### config.mk
export PLATFORM = sky130hd
export DESIGN_NAME = spi_master_tx
export DESIGN_NICKNAME = d
export VERILOG_FILES = /design/src/rtl/spi_master_tx.sv
export SDC_FILE = /design/constraint.sdc
export NUM_CORES = 1
export LEC_CHECK = 0
export ABC_AREA = 1
export ABC_CLOCK_PERIOD_IN_PS = 1400
export CAP_MARGIN = 15
export CORE_UTILIZATION = 43
export DETAILED_ROUTE_END_ITERATION = 6
export PLACE_DENSITY_LB_ADDON = 0.12
export SLEW_MARGIN = 20
export SYNTH_ARGS = -nofsm -noshare
export SYNTH_HDL_FRONTEND = slang
export SYNTH_SLANG_ARGS = --single-unit
### constraint.sdc
create_clock -name clk -period 1.4 [get_ports clk]
set_input_delay 0.14 -clock clk [delete_from_list [all_inputs] [get_ports clk]]
set_output_delay 0.14 -clock clk [all_outputs]
set_load 0.005 [all_outputs]
### src/rtl/spi_master_tx.sv
// SPI mode-0 master transmitter, MSB first, write-only; bytes arrive on a valid/ready handshake.
// Latency: CS falls and MOSI=b7 one cycle after accept; done pulses 16*CLK_DIV cycles after that.
// Backpressure: tx_ready is low while a byte is shifting, in the CS hold and in the inter-frame gap.
module spi_master_tx #(
  parameter int CLK_DIV = 4,
  parameter int CS_IDLE = 2
) (
  input  logic       clk,
  input  logic       reset,
  input  logic [7:0] tx_data,
  input  logic       tx_valid,
  input  logic       tx_last,
  output logic       tx_ready,
  output logic       sck,
  output logic       cs,
  output logic       mosi,
  output logic       busy,
  output logic       done
);

  localparam int DW = (CLK_DIV > 1) ? $clog2(CLK_DIV) : 1;
  localparam int GW = (CS_IDLE > 1) ? $clog2(CS_IDLE) : 1;
  localparam logic [DW-1:0] DIV_MAX = DW'(CLK_DIV - 1);
  localparam logic [GW-1:0] GAP_MAX = GW'(CS_IDLE - 1);

  typedef enum logic [2:0] {
    IDLE,
    SHIFT,
    WAIT_NEXT,
    HOLD,
    GAP
  } state_e;

  state_e        state_q, state_d;
  logic [7:0]    sr_q, sr_d;      // bits still to be driven, next one in bit 7
  logic          last_q, last_d;
  logic [DW-1:0] div_q, div_d;
  logic [2:0]    bit_q, bit_d;
  logic [GW-1:0] gap_q, gap_d;
  logic          sck_q, sck_d;
  logic          cs_q, cs_d;
  logic          mosi_q, mosi_d;
  logic          rdy_q, rdy_d;
  logic          busy_q, busy_d;
  logic          done_q, done_d;

  logic          accept;
  logic          div_end;

  assign accept  = tx_valid & rdy_q;
  assign div_end = (div_q == DIV_MAX);

  // Next-state and next-output computation; every output is registered below.
  always_comb begin
    state_d = state_q;
    sr_d    = sr_q;
    last_d  = last_q;
    div_d   = div_q;
    bit_d   = bit_q;
    gap_d   = gap_q;
    sck_d   = sck_q;
    cs_d    = cs_q;
    mosi_d  = mosi_q;
    done_d  = 1'b0;

    unique case (state_q)
      IDLE, WAIT_NEXT: begin
        // A new byte starts identically whether or not CS is already low.
        if (accept) begin
          state_d = SHIFT;
          sr_d    = {tx_data[6:0], 1'b0};
          last_d  = tx_last;
          div_d   = '0;
          bit_d   = '0;
          cs_d    = 1'b0;
          sck_d   = 1'b0;
          mosi_d  = tx_data[7];
        end
      end
      SHIFT: begin
        div_d = div_end ? '0 : div_q + DW'(1);
        if (div_end) begin
          sck_d = ~sck_q;
          if (sck_q) begin
            // Falling edge: either the byte is complete or the next bit goes out.
            if (bit_q == 3'd7) begin
              done_d  = 1'b1;
              state_d = last_q ? HOLD : WAIT_NEXT;
            end else begin
              bit_d  = bit_q + 3'd1;
              mosi_d = sr_q[7];
              sr_d   = {sr_q[6:0], 1'b0};
            end
          end
        end
      end
      HOLD: begin
        // Keep CS low for one SCK half-period after the last falling edge.
        div_d = div_end ? '0 : div_q + DW'(1);
        if (div_end) begin
          cs_d    = 1'b1;
          mosi_d  = 1'b0;
          gap_d   = '0;
          state_d = GAP;
        end
      end
      GAP: begin
        if (gap_q == GAP_MAX) begin
          state_d = IDLE;
        end else begin
          gap_d = gap_q + GW'(1);
        end
      end
      default: state_d = IDLE;
    endcase

    // Ready is withheld on the byte-end cycle itself so done and accept never coincide.
    rdy_d  = ((state_d == IDLE) || (state_d == WAIT_NEXT)) && !done_d;
    busy_d = (state_d != IDLE);
  end

  // State and output registers; reset aborts any frame without a done pulse.
  always_ff @(posedge clk) begin
    if (reset) begin
      state_q <= IDLE;
      sr_q    <= '0;
      last_q  <= 1'b0;
      div_q   <= '0;
      bit_q   <= '0;
      gap_q   <= '0;
      sck_q   <= 1'b0;
      cs_q    <= 1'b1;
      mosi_q  <= 1'b0;
      rdy_q   <= 1'b0;
      busy_q  <= 1'b0;
      done_q  <= 1'b0;
    end else begin
      state_q <= state_d;
      sr_q    <= sr_d;
      last_q  <= last_d;
      div_q   <= div_d;
      bit_q   <= bit_d;
      gap_q   <= gap_d;
      sck_q   <= sck_d;
      cs_q    <= cs_d;
      mosi_q  <= mosi_d;
      rdy_q   <= rdy_d;
      busy_q  <= busy_d;
      done_q  <= done_d;
    end
  end

  assign tx_ready = rdy_q;
  assign sck      = sck_q;
  assign cs       = cs_q;
  assign mosi     = mosi_q;
  assign busy     = busy_q;
  assign done     = done_q;

endmodule

### Word level (Yosys, flattened, before mapping)

Cells that the tools add are included.
W data, S select, Z words.

| operators by class | value |
|---|---|
| add/sub/neg operators | 3 |
| multipliers | 0 |
| div/mod/pow operators | 0 |
| magnitude comparators | 0 |
| eq/ne operators | 12 |
| shift-type cells | 0 |
| muxes and demuxes | 38 |
| bitwise gates (word level) | 2 |
| reductions and logical operators | 20 |

Operator list:

| operator | number |
|---|---|
| $mux W8 | 4 |
| $mux W3 | 10 |
| $pmux W8 S2 | 1 |
| $mux W1 | 14 |
| $pmux W3 S4 | 1 |
| $ne A2 B2 Y1 const B | 5 |
| $eq A3 B2 Y1 const B | 3 |
| $reduce_bool A2 Y1 | 4 |
| $eq A3 B3 Y1 const B | 2 |
| $logic_not A3 Y1 | 2 |
| $pmux W1 S2 | 3 |
| $pmux W3 S2 | 1 |
| $reduce_and A2 Y1 | 3 |
| $reduce_and A3 Y1 | 2 |
| $reduce_and A6 Y1 | 1 |
| $reduce_bool A3 Y1 | 2 |
| $reduce_and A5 Y1 | 1 |
| $mux W2 | 2 |
| $pmux W2 S2 | 1 |
| $reduce_or A2 Y1 | 2 |
| $add A3 B1 Y3 const B | 1 |
| $eq A3 B1 Y1 const B | 1 |
| $pmux W1 S3 | 1 |
| $add A2 B1 Y2 const B | 1 |
| 7 further kinds | 7 |

| word-level totals | value |
|---|---|
| register bits | 24 |
| bits in latches | 0 |
| bits in writable memories | 0 |
| ROM bits | 0 |
| output and inout port bits | 6 |
| word-level logic and storage cells | 87 |
| memories | 0 |

### Logic depth before layout (Yosys ltp)

| logic depth | value |
|---|---|
| depth after elaboration | 8 |
| gate-level depth with buffers | 9 |
| gate-level depth less buffers | 9 |

### Least setup slack after synthesis

OpenSTA, ideal clock, no wires.

| timing path | value |
|---|---|
| path kind | register -> register |
| start | reg bit_q[0] |
| end | reg sr_q[3] |
| data arrival time | 1286 ps |
| data required time | 1287 ps |
| path slack | 1 ps |
| cell stages (with the launch flop) | 10 |
| buffers on the path | 1 |
| clock period less this slack | 1399 ps |
| cells stage by stage | dfxtp_1 ha_1 ha_1 inv_1 nand2_1 nand2_4 nand2_4 buf_8 nor2_1 nor2_1 |

| between the ends | value |
|---|---|
| word-level cells in the longest chain between the ends | 3 |

RTL lines:

| what | line | text |
|---|---|---|
| start, declared | 38 | `logic [2:0] bit_q, bit_d;` |
| start signal, assigned | 142 | `bit_q <= bit_d;` |
| $eq A3 B3 Y1 | 86 | `if (bit_q == 3'd7) begin` |
| $ne A2 B2 Y1 (no line) | n/a |  |
| $reduce_and A5 Y1 (no line) | n/a |  |
| end signal, assigned | 139 | `sr_q <= sr_d;` |
| end, declared | 35 | `logic [7:0] sr_q, sr_d;` |

Every way passes these cells.
A chain may end at the register's enable or synchronous reset.

### Final worst setup path

| timing path | value |
|---|---|
| start | reg sck_q (netlist: sck) |
| end | out sck |

RTL lines:

| what | line | text |
|---|---|---|
| start, declared | 40 | `logic sck_q, sck_d;` |
| start signal, assigned | 144 | `sck_q <= sck_d;` |
| end, declared | 14 | `output logic sck,` |

No word-level cell between the ends.

==> impl_results.md <==
* Worst reg2reg setup slack at 0.08 ns
* Worst Tran Pin Value at 0.426 ns
* Mapped Nets at 186
* Critical Path Max Stage Delay at 0.51 ns
* Pin count of the biggest net entering global routing at 17
* Fmax at 751 MHz
* Die area at 3010 um2
* Slew headroom at 71.5%
* Worst Path Arrival at 1.19 ns
* Worst reg2reg startpoint: bit_q[0]
* Root Driver: clkbuf_4
* Routed len/inst at 11.4 um
* GRT Overall Usage at 19.4%
* Htree depth at 1
* Worst hold endpoint: sr_q[1]
* HPWL Detailed at 1.87 mm
* Clock latency on the worst-skew pair at 0.31 ns
* Crit path max-delay family: buffers and inverters
* Share of layout cells above drive strength 1 at 25.5%
* Initial core utilization at 46.8%
* First-pass GRT wire length at 4.07 mm
* Power Density at 884 nW/um2
* Netlist cell types at 23
* Vias at 1103
* Layout area overhead at 27.5%
* Avg Cell Area, Syn at 7.07 um2
* Critical path launch point type: flop
* Drt total wl at 2.57 mm
* Die height at 54.9 um
* Worst Hold Class: input port to flop
* Maximum clock insertion buffer count at 2
* LEAKAGE at 0.672 nW
* GRT overflow at 0
* Final period util at 95.1%
* FF+latch count, synth at 23
* Drt initial violations at 28
* Buffers plus inverters on the worst setup path at 1
* Std-Cell Rows at 18
* Post-Syn Instances at 170
* Worst clock skew at 0.00221 ns
* Post-layout util at 59.7%
* CP Cell Sequence: clkdlybuf4s50_1
* Critical Path End Type: primary output
* Netlist area before placement at 1200 um2
* Reg2Reg Capture Point: sr_q[4]
* Final Hold Vio Count at 0
* CTS Buf Count at 3
* Chip Width at 54.9 um
* Maxcap violations at 0
* Fill count at 236
* Residual DRC count at 0
* Slowest stage cell, crit path: clkdlybuf4s50_1
* Crit Path Max Fanout at 4
* I/O pin count at 18
* GPL Wtd Cong at 0.861
* Setup violators final at 0
* Worst Reg2Reg Path Length in Cells at 8
* Routed Antenna Nets at 0
* Antenna diodes at 0
* Period minus WS final at 1.33 ns
* Hold Path Origin: tx_data[0]
* CTS Sinks at 23
* Run status: completed
* Port Buf Inserts at 17
* Seq/Total Area, Yosys at 38.3%
* Core ar. at 2570 um2
* Hold Path Stages at 3
* Peak supply drop at 0.000804 V
* Vias per inst at 4.88
* Initial antenna violation count at 0
* CP required at 1.26 ns
* Final Max Tran Viols at 0
* Hold Slack at 0.396 ns
* YS warnings at 0
* Final net count at 213
* DRT Pass-1 Iters at 4
* CP Class: flop to primary output
* Vias in the first global route at 932
* CTS tree: yes
* Clock transition at path regs at 0.13 ns
through the flow:
step,cells,power (mW),setup WS (ns),TNS (ns),cell area [um2]
floorplan,170,0.932,0.00141,0,1200
global placement,220,1.02,-0.0152,-0.0525,1430
detailed placement,220,1.02,-0.0296,-0.129,1430
CTS,225,1.35,0.00321,0,1470
global route,226,1.44,-0.0101,-0.0335,1530
finish,226,1.35,0.0686,0,1530
cell families (layout without fill, tap and decap cells):
group           after synthesis  in the layout  share of synthesized area [%]
simple gates                 96             97                           36.8
buf+inv                      24             49                           9.89
compound gates               23             23                           10.8
flops                        23             23                           38.3
fa+ha+maj                     4              4                           4.16
synthesized netlist by cell type:
cell type	n	share of area [%]
dfxtp_1	23	38
buf_6	2	1.9
clkbuf_1	2	0.62
a21oi_2	4	2.9
nand3b_1	1	0.62
o21ai_0	9	3.7
ha_1	4	4.2
nor3_1	3	1.2
nand2_2	6	3.1
nand2_1	43	13
inv_4	1	0.52
nand3_2	1	0.83
a21oi_1	8	3.3
nor2_2	2	1.0
inv_1	16	5.0
nand4_1	1	0.52
nor2_1	29	9.1
buf_8	1	1.2
nand2_4	3	2.8
o21ai_1	2	0.83
nand3_1	6	2.5
inv_2	2	0.62
nor2_8	1	1.7
layout make-up:
| cell class | instances | area (um2) | share of cell area [%] |
|---|---|---|---|
| clock buffers | 4 | 26.3 | 1.71 |
| well taps | 30 | 37.5 | 2.45 |
| flip-flops and latches | 23 | 473 | 30.9 |
| repair buffers | 26 | 238 | 15.5 |
| multi-input cells | 124 | 684 | 44.7 |
| inverters | 19 | 73.8 | 4.82 |
worst max-delay path by stage:
stage | from | end | slack [ns] | cells past startpoint
finish | sck | sck | 0.07 | 1
global route | bit_q[0] | tx_ready | -0.01 | 8
CTS | bit_q[0] | sr_q[3] | 0.003 | 9
detailed placement | bit_q[0] | sr_q[3] | -0.03 | 9
global placement | bit_q[0] | sr_q[7] | -0.02 | 8
floorplan | bit_q[0] | sr_q[3] | 0.001 | 9
sequential cells by signal, indices dropped and copies added (netlist names), 2 cells and up:
signal   count
sr_q         7
div_q        2
bit_q        3
state_q      3
placed cells by master, fill, tap and decap left out, types with 4 or more instances in the layout:
cell type	instances
dfxtp_2	7
a21oi_1	7
dfxtp_1	15
buf_4	9
o21ai_0	9
nor2_1	28
a21oi_2	5
clkdlybuf4s50_1	17
inv_2	4
inv_1	14
nand3_1	5
nand2_1	42
nand2_2	7
power breakdown:
part | total [mW] | internal [mW] | switching (mW)
clock network | 0.312 | 0.111 | 0.201
registers | 0.728 | 0.702 | 0.0257
logic | 0.315 | 0.144 | 0.171
total | 1.35 | 0.957 | 0.397
routing by layer:
layer	vias up	global-route usage [%]	share of wire [%]
li1	579	-	-
met1	500	23.9	47
met2	22	32.9	48
met3	2	5.00	4.6
met4	0	5.13	0.74
met5	-	0	0
worst min-delay path: stages:
cell	delay, ns
clkdlybuf4s50_1	0.39
nand3_1	0.09
a21oi_2	0.05
timing repair:
action | 4_1_cts | 5_1_grt
gates resized for setup | 4 | 17
pin swaps | 1 | 3
endpoints found under the setup margin | 11 | 19
gates cloned | 0 | 1
hold buffers | 0 | 0
setup buffers | 1 | 0
(Power assumes the default switching activity.)
